--- config.mk ---
export PLATFORM = sky130hd
export DESIGN_NAME = stopwatch_lap
export DESIGN_NICKNAME = d
export VERILOG_FILES = /design/src/rtl/stopwatch_pkg.sv /design/src/rtl/stopwatch_lap_bcd_digit.sv /design/src/rtl/stopwatch_lap.sv
export SDC_FILE = /design/constraint.sdc
export NUM_CORES = 1
export LEC_CHECK = 0
export CAP_MARGIN = 0
export CORE_AREA = 4 4 100 196
export CTS_CLUSTER_DIAMETER = 150
export DETAILED_ROUTE_END_ITERATION = 12
export DIE_AREA = 0 0 104 200
export HOLD_SLACK_MARGIN = 0.03
export PLACE_DENSITY = 0.56
export SYNTH_ARGS = -nofsm -noshare
export SYNTH_HDL_FRONTEND = slang
export SYNTH_SLANG_ARGS = --single-unit
--- constraint.sdc ---
create_clock -name CLK -period 3.55 [get_ports CLK]
set_input_delay 0.5325 -clock CLK [delete_from_list [all_inputs] [get_ports CLK]]
set_output_delay 0.5325 -clock CLK [all_outputs]
set_load 0.005 [all_outputs]
--- src/rtl/stopwatch_pkg.sv ---
// Shared constants and types for the stopwatch_lap slice.
//   DIGIT_W     : width of one BCD digit
//   LAP_W       : width of one packed lap entry {MH,ML,SH,SL,MSH,MSL}
//   DEC_LIMIT   : last value of a decimal digit
//   SEX_LIMIT   : last value of the seconds-tens digit
//   lap_entry_t : packed lap entry, MSB-first minutes down to centiseconds
package stopwatch_pkg;

    localparam int unsigned DIGIT_W = 4;
    localparam int unsigned LAP_W   = 24;

    localparam logic [DIGIT_W-1:0] DEC_LIMIT = 4'd9;
    localparam logic [DIGIT_W-1:0] SEX_LIMIT = 4'd5;

    typedef struct packed {
        logic [DIGIT_W-1:0] mh;
        logic [DIGIT_W-1:0] ml;
        logic [DIGIT_W-1:0] sh;
        logic [DIGIT_W-1:0] sl;
        logic [DIGIT_W-1:0] msh;
        logic [DIGIT_W-1:0] msl;
    } lap_entry_t;

endpackage

--- src/rtl/stopwatch_lap_bcd_digit.sv ---
// One BCD counter stage of the stopwatch chain.
//   clk   : rising-edge clock
//   clr   : synchronous clear, wins over en
//   en    : advance by one (wraps LIMIT -> 0)
//   digit : current digit value, never above LIMIT
//   carry : en and digit==LIMIT, enables the next stage in the same cycle
module bcd_digit
    import stopwatch_pkg::*;
#(
    parameter logic [DIGIT_W-1:0] LIMIT = DEC_LIMIT
) (
    input  logic               clk,
    input  logic               clr,
    input  logic               en,
    output logic [DIGIT_W-1:0] digit,
    output logic               carry
);

    always_ff @(posedge clk) begin
        if (clr) begin
            digit <= '0;
        end else if (en) begin
            // >= rather than == keeps the digit legal even from a corrupted value
            digit <= (digit >= LIMIT) ? '0 : digit + 1'b1;
        end
    end

    assign carry = en && (digit == LIMIT);

endmodule

--- src/rtl/stopwatch_lap.sv ---
// Single-clock MM:SS.cc BCD stopwatch with pause and lap-capture FIFO.
//   CLK        : system clock, rising edge
//   CLR        : synchronous active-high clear, highest priority
//   PAUSE      : freeze prescaler and digits
//   LAP        : lap request level, captured on its rising edge
//   LAP_RD     : pop the FIFO head (ignored when empty)
//   MSH..ML    : BCD digits, centiseconds/seconds/minutes hi and lo
//   ROLL       : one-cycle pulse when the time wraps to 00:00.00
//   LAP_VALID  : FIFO non-empty
//   LAP_DATA   : FIFO head {MH,ML,SH,SL,MSH,MSL}, fall-through
//   LAP_CNT    : entries held
//   LAP_OVF    : sticky, a lap was dropped because the FIFO was full
module stopwatch_lap
    import stopwatch_pkg::*;
#(
    parameter int unsigned TICK_DIV  = 500000,
    parameter int unsigned MIN_LIMIT = 59,
    parameter int unsigned LAP_DEPTH = 4
) (
    input  logic                         CLK,
    input  logic                         CLR,
    input  logic                         PAUSE,
    input  logic                         LAP,
    input  logic                         LAP_RD,
    output logic [DIGIT_W-1:0]           MSH,
    output logic [DIGIT_W-1:0]           MSL,
    output logic [DIGIT_W-1:0]           SH,
    output logic [DIGIT_W-1:0]           SL,
    output logic [DIGIT_W-1:0]           MH,
    output logic [DIGIT_W-1:0]           ML,
    output logic                         ROLL,
    output logic                         LAP_VALID,
    output logic [LAP_W-1:0]             LAP_DATA,
    output logic [$clog2(LAP_DEPTH):0]   LAP_CNT,
    output logic                         LAP_OVF
);

    localparam int unsigned PW = $clog2(TICK_DIV);
    localparam int unsigned AW = $clog2(LAP_DEPTH);
    localparam int unsigned CW = AW + 1;

    localparam logic [PW-1:0]      PRE_LAST = PW'(TICK_DIV - 1);
    localparam logic [DIGIT_W-1:0] MIN_HI   = DIGIT_W'(MIN_LIMIT / 10);
    localparam logic [DIGIT_W-1:0] MIN_LO   = DIGIT_W'(MIN_LIMIT % 10);

    // ---------------- prescaler ----------------
    logic [PW-1:0] presc;
    logic          tick;

    always_ff @(posedge CLK) begin
        if (CLR) begin
            presc <= '0;
        end else if (!PAUSE) begin
            presc <= (presc == PRE_LAST) ? '0 : presc + 1'b1;
        end
    end

    assign tick = !PAUSE && (presc == PRE_LAST);

    // ---------------- digit chain ----------------
    logic c_msl, c_msh, c_sl, c_sh, c_ml, c_mh;
    logic wrap, clr_digits;

    // Wrap fires on the tick that would leave MIN_LIMIT:59.99.
    assign wrap = tick && (MH == MIN_HI) && (ML == MIN_LO) &&
                  (SH == SEX_LIMIT) && (SL == DEC_LIMIT) &&
                  (MSH == DEC_LIMIT) && (MSL == DEC_LIMIT);

    // c_mh only rises at 99:59.99, where the whole chain must clear anyway.
    assign clr_digits = CLR || wrap || c_mh;

    bcd_digit #(.LIMIT(DEC_LIMIT)) u_msl (.clk(CLK), .clr(clr_digits), .en(tick),  .digit(MSL), .carry(c_msl));
    bcd_digit #(.LIMIT(DEC_LIMIT)) u_msh (.clk(CLK), .clr(clr_digits), .en(c_msl), .digit(MSH), .carry(c_msh));
    bcd_digit #(.LIMIT(DEC_LIMIT)) u_sl  (.clk(CLK), .clr(clr_digits), .en(c_msh), .digit(SL),  .carry(c_sl));
    bcd_digit #(.LIMIT(SEX_LIMIT)) u_sh  (.clk(CLK), .clr(clr_digits), .en(c_sl),  .digit(SH),  .carry(c_sh));
    bcd_digit #(.LIMIT(DEC_LIMIT)) u_ml  (.clk(CLK), .clr(clr_digits), .en(c_sh),  .digit(ML),  .carry(c_ml));
    bcd_digit #(.LIMIT(DEC_LIMIT)) u_mh  (.clk(CLK), .clr(clr_digits), .en(c_ml),  .digit(MH),  .carry(c_mh));

    always_ff @(posedge CLK) begin
        if (CLR) begin
            ROLL <= 1'b0;
        end else begin
            ROLL <= wrap;
        end
    end

    // ---------------- lap FIFO ----------------
    lap_entry_t        mem [LAP_DEPTH];
    lap_entry_t        cur;
    logic [AW-1:0]     wr_ptr, rd_ptr;
    logic [CW-1:0]     count;
    logic              lap_q, lap_edge, full, push, pop;

    assign cur      = {MH, ML, SH, SL, MSH, MSL};
    assign lap_edge = LAP && !lap_q;
    assign full     = (count == CW'(LAP_DEPTH));
    assign pop      = LAP_RD && (count != '0);
    // A simultaneous pop frees the slot, so a full FIFO still accepts the push.
    assign push     = lap_edge && (!full || pop);

    always_ff @(posedge CLK) begin
        if (push && !CLR) begin
            mem[wr_ptr] <= cur;
        end
    end

    always_ff @(posedge CLK) begin
        if (CLR) begin
            lap_q   <= 1'b0;
            wr_ptr  <= '0;
            rd_ptr  <= '0;
            count   <= '0;
            LAP_OVF <= 1'b0;
        end else begin
            lap_q <= LAP;
            if (push) begin
                wr_ptr <= wr_ptr + 1'b1;
            end
            if (pop) begin
                rd_ptr <= rd_ptr + 1'b1;
            end
            if (push && !pop) begin
                count <= count + 1'b1;
            end else if (pop && !push) begin
                count <= count - 1'b1;
            end
            if (lap_edge && full && !pop) begin
                LAP_OVF <= 1'b1;
            end
        end
    end

    assign LAP_DATA  = mem[rd_ptr];
    assign LAP_VALID = (count != '0);
    assign LAP_CNT   = count;

endmodule

==> reports/results.ini, run 1 <==
[min_path]
hold_start = LAP_OVF$_SDFFE_PP0P_
hold_path.class = reg -> reg
min_to = LAP_OVF$_SDFFE_PP0P_
hold_depth = 2

[power]
peakVddDrop_mv = 0.407
power_density_nw_per_um2 = 562
clockPowerShare_pct = 38.1
seq_power_share_pct = 45.5
p_sw_share_pct = 23.5
power.leakage_nw = 2.79
power_mw = 4.41
combPwrFrac_pct = 16.4
intPower_mw = 3.37
p_switching_mw = 1.04

[setup_path]
cpMaxStageDelayCell = dfxtp_2
slowest_delay_ns = 0.66
r2r_cells = 8
criticalPathCategory = reg -> out
cp_max_fo = 14
required_ns = 3.02
critPathArrivalTime_ns = 2.38
critPathLaunchType = flip-flop
reg2reg_to = LAP_CNT[2]$_SDFFE_PP0P_
endpoint_kind = output pin
r2r_slack_ns = 1.06
r2r_start = LAP_CNT[0]$_SDFFE_PP0P_
crit_chain = buf_4, mux4_2, clkdlybuf4s50_1

[floorplanning]
rows = 70
die_width_um = 104
core_um2 = 18200
die_h_um = 200
start_util_pct = 35.3
fp.dieArea_um2 = 20800
ioPinCount = 59

[cells_and_area]
n_antenna_cell = 0
mostFrequentLayoutCells = edfxtp_1, clkdlybuf4s50_1, dfxtp_1
layout.cells.most_common = edfxtp_1
drive_gt1_share_pct = 15.8
nNetsFinal = 561
syn_to_final_growth_pct = 22.0

[timing]
rsz0062_at_grt = no
layout_min_cycle_time_ns = 2.91
post-route-period-util_pct = 82.0
max_freq_ghz = 0.344
finalHoldViolations = 0
tightest_slew_ns = 0.680
fin_worst_skew_ns = 0.00960
slew_viol_final = 0
setup_tns_ns = 0
relSlewSlack_pct = 54.6
setup_violations = 0

[yosys]
synth_compound_area_share_pct = 3.41
synth_edf_count = 96
async_flop_share_pct = 0
syn_inst = 456
yosys.area_share.xor_xnor_pct = 3.54
syn_area_um2 = 6430
yosys.cell_types.count = 61
synth_nets = 486
avgSynthCellArea_um2 = 14.1
yosys_warnings = 0
synthMuxAreaShare_pct = 9.21
synthAdderAreaFrac_pct = 4.98
synth_top_family_by_area = simple AND/OR/NAND/NOR gates
synth-seq-cells = 151
synthSimpleGateAreaFrac_pct = 14.6
yosysSeqAreaShare_pct = 62.0
synthFlopType = edfxtp_1

[clock_tree]
cts_setup_buffers = 0
cts.sinks = 151
cts_tree = done
cts_root_buffer = clkbuf_16
cts.repair.resized = 0
htreeDepth = 4
path_clk_slew_ns = 0.06
clock_latency_ns = 0.42
numCtsBuffers = 17
ctsHoldBuffers = 0
clockBufferDepth = 2

[flow_run]
drv_cap = 0

[placed_design]
dp_hpwl_um = 9110
finalWeightedCongestion = 0.749
io_buffers = 58

[drt]
remaining_drc_errors = 0
wl_per_cell_um = 17.3
postRouteAntennaNets = 0
viasPerCell = 5.06
vias = 3849
drtIter0Drc = 124
drt_first_pass_iters = 6
wl_um = 13100

[global_routing]
grt_pass1_wl_um = 21400
antenna_found_initial = 0
track_usage_pct = 13.4
grt_overflow_total = 0
grt_pass1_vias = 4054
grt_max_degree = 25

[status]
status = complete, no violations

## cells in the mapped netlist (4+ instances only)
master	n	area (um2)
nand4_1	7	43.8
nor2b_1	4	25.0
nand4b_1	4	35.0
and2_1	4	25.0
dfxtp_1	55	1100
o21ai_0	7	35.0
inv_1	19	71.3
mux4_2	24	541
xor2_1	18	158
edfxtp_1	96	2880
nor3_1	5	25.0
buf_2	4	20.0
nor2_1	49	184
ha_1	24	300
nand2_1	25	93.8
a21oi_1	16	80.1
xnor2_1	8	70.1
mux2i_1	4	40.0
nand3_1	16	80.1
or3_1	4	25.0
clkbuf_1	4	15.0
## how the worst max path moves through the flow
stage | slack [ns] | startpoint | endpoint
CTS | 0.55 | flip-flop | LAP_DATA[9]
floorplan | 1.23 | LAP_RD | LAP_CNT[2]$_SDFFE_PP0P_
global route | 0.47 | flip-flop | LAP_DATA[22]
detailed placement | 0.47 | LAP_RD | LAP_CNT[2]$_SDFFE_PP0P_
finish | 0.64 | flip-flop | LAP_DATA[19]
global placement | 0.59 | LAP_RD | LAP_CNT[2]$_SDFFE_PP0P_
## per-layer routing
layer / share of wire (%) / vias to the layer above / track usage, %
met5: 0 / - / 0
met1: 36 / 1920 / 13.1
met2: 58 / 69 / 26.2
met4: 1.6 / 0 / 5.62
met3: 4.1 / 10 / 3.83
li1: - / 1850 / -
## critical path, delay by kind of cell (launching register included)
kind | cells | cell delay, ns
muxes | 1 | 0.52
buffers and inverters | 2 | 0.75
DFF | 1 | 0.66
## cell type report
type	count	area, um2
sequential	151	3990
clock buffer	21	493
clock inverter	11	67.6
inverter	19	71.3
timing repair buffer	68	656
tap	216	270
fill	1693	10400
multi-input combinational	274	2300
## sequential cells by signal, summed over array words and instances (netlist names), named ones only
signal,flops
u_sh.digit,4
lap_q,1
LAP_CNT,3
presc,19
u_ml.digit,4
rd_ptr,2
u_msl.digit,4
u_msh.digit,4
u_sl.digit,4
mem,96
u_mh.digit,4
ROLL,1
LAP_OVF,1
wr_ptr,2
## power groups by stage
stage / sequential [mW] / combinational (mW) / clock [mW]
2_1_floorplan: 1.99 / 0.428 / 0
3_3_place_gp: 2.04 / 0.736 / 0
3_5_place_dp: 2.05 / 0.744 / 0
4_1_cts: 2.01 / 0.749 / 1.72
5_1_grt: 2.02 / 0.792 / 1.80
6_report: 2.00 / 0.725 / 1.68
## logic make-up after synthesis
group,after synthesis
flip-flops,151
multiplexers,29
AND/OR/NAND/NOR,159
AO/OA/AOI/OAI,35
buffers and inverters,31
XOR/XNOR,26
adder cells (fa/ha/maj),25
## per-stage QoR
| stage | setup WS (ns) | cell area [um2] | instances | hold WS [ns] | utilization (%) |
|---|---|---|---|---|---|
| 3_5_place_dp | 0.474 | 7280 | 728 | 0.502 | 40.0 |
| 4_1_cts | 0.545 | 7840 | 760 | 0.515 | 43.0 |
| 5_1_grt | 0.468 | 7840 | 760 | 0.535 | 43.0 |
| 3_3_place_gp | 0.592 | 7280 | 728 | 0.486 | 40.0 |
| 6_report | 0.641 | 7840 | 760 | 0.493 | 43.0 |
| 2_1_floorplan | 1.23 | 6430 | 456 | 0.461 | - |
Note: power is estimated with default switching activity, not from simulation.
==> inputs of run 2 (changes only) <==
Clock period 3.55 ns to 2.8 ns, I/O delays scaled along.
==> run 2 against run 1 <==
  * Via count rose by 2.0%
  * Clock power rose by 43%
  * Largest cell class unchanged
  * Worst setup slack got worse by 0.32 ns
  * Highest routed layer unchanged
  * Critical path type unchanged
==> reports/results.ini, run 2 (synthesis results as in run 1) <==
[status]
status = complete, no violations

[cells_and_area]
layout.cells.most_common = edfxtp_1
n_antenna_cell = 0
largest_reg_flops = 96
drive_gt1_share_pct = 17.0
mostFrequentLayoutCells = edfxtp_1, clkdlybuf4s50_1, dfxtp_1
nNetsFinal = 571
syn_to_final_growth_pct = 25.5
top_regs = mem: 96 flops, presc: 19 flops
largest_register = mem

[global_routing]
track_usage_pct = 13.8
grt_pass1_vias = 4239
grt_pass1_wl_um = 22000
antenna_found_initial = 0
grt_overflow_total = 0
grt_max_degree = 25

[flow_run]
drv_cap = 0

[floorplanning]
die_h_um = 200
core_um2 = 18200
fp.dieArea_um2 = 20800
die_width_um = 104
ioPinCount = 59
rows = 70
start_util_pct = 35.3

[placed_design]
finalWeightedCongestion = 0.779
pre_cts_ws_ns = 0.0899
dp_hpwl_um = 9170
io_buffers = 58

[clock_tree]
cts.repair.resized = 0
ctsHoldBuffers = 0
path_clk_slew_ns = 0.06
cts_setup_buffers = 0
clockBufferDepth = 2
cts_tree = done
cts.sinks = 151
cts_root_buffer = clkbuf_16
htreeDepth = 4
clock_latency_ns = 0.42
numCtsBuffers = 17

[timing]
post-route-period-util_pct = 88.5
fin_worst_skew_ns = 0.00832
setup_tns_ns = 0
finalWorstSetupSlack_ns = 0.322
tightest_slew_ns = 0.662
relSlewSlack_pct = 55.5
layout_min_cycle_time_ns = 2.48
finalHoldViolations = 0
slew_viol_final = 0
setup_violations = 0
max_freq_ghz = 0.404
rsz0062_at_grt = no

[drt]
viasPerCell = 5.10
drt_first_pass_iters = 4
drtIter0Drc = 122
remaining_drc_errors = 0
vias = 3927
wl_um = 13700
wl_per_cell_um = 17.8
postRouteAntennaNets = 0

[setup_path]
required_ns = 2.38
critPathArrivalTime_ns = 2.06
criticalPathCategory = reg -> out
cp_max_fo = 23
endpoint_kind = output pin
critPathLaunchType = flip-flop
slowest_delay_ns = 0.56
crit_chain = buf_12, mux4_2, clkdlybuf4s50_1
cpMaxStageDelayCell = mux4_2

[min_path]
hold_path.class = reg -> reg

[power]
power.leakage_nw = 2.89
power_density_nw_per_um2 = 732
peakVddDrop_mv = 0.578

## run 2: cell types whose count changed in the layout (fill, tap and decap cells not counted)
cell / delta
clkbuf_8: +2
bufinv_16: +1
clkbuf_16: +3
inv_4: -4
clkbuf_1: +2
clkinv_2: -2
clkinv_4: -2
buf_12: +5
buf_4: +5
## run 2: report_power, final
part           switching, mW  internal (mW)
clock                  0.852           1.56
combinational          0.398          0.601
sequential            0.0595           2.44
## run 2: critical path, delay by kind of cell, from the launching register on
family   cells  cell delay [ns]
mux          1             0.56
flops        1             0.36
buf+inv      2             0.72
## run 2: layer usage
layer / GRT usage, % / up-vias / routed length (um)
li1: - / 1866 / -
met1: 13.1 / 1982 / 4920
met2: 26.5 / 61 / 7900
met3: 3.99 / 18 / 507
met4: 7.79 / 0 / 390
met5: 0 / - / 0
## run 2: area by class of cell
cell class / instances / area (um2)
inverter: 19 / 71.3
fill: 1670 / 10200
sequential: 151 / 3990
timing repair buffer: 78 / 793
tap: 216 / 270
multi-input combinational: 274 / 2300
clock inverter: 4 / 45.0
clock buffer: 28 / 603
## run 2: stage by stage
| stage | cells | utilization [%] | hold WS (ns) | area [um2] | power [mW] |
|---|---|---|---|---|---|
| 2_1_floorplan | 456 | - | 0.461 | 6430 | 3.07 |
| 3_3_place_gp | 738 | 40.7 | 0.476 | 7420 | 3.55 |
| 3_5_place_dp | 738 | 40.7 | 0.471 | 7420 | 3.57 |
| 4_1_cts | 770 | 44.3 | 0.486 | 8070 | 6.01 |
| 5_1_grt | 770 | 44.3 | 0.543 | 8070 | 6.16 |
| 6_report | 770 | 44.3 | 0.477 | 8070 | 5.91 |
## run 2: worst paths after layout
kind,cells after the start,endpoint,from,slack [ns]
min,2,LAP_OVF$_SDFFE_PP0P_,LAP_OVF$_SDFFE_PP0P_,0.48
max,3,LAP_DATA[2],flip-flop,0.32
max reg2reg,7,u_sl.digit[0]$_SDFFE_PP0N_,u_sl.digit[1]$_SDFFE_PP0N_,0.45
min reg2reg,2,LAP_OVF$_SDFFE_PP0P_,LAP_OVF$_SDFFE_PP0P_,0.48
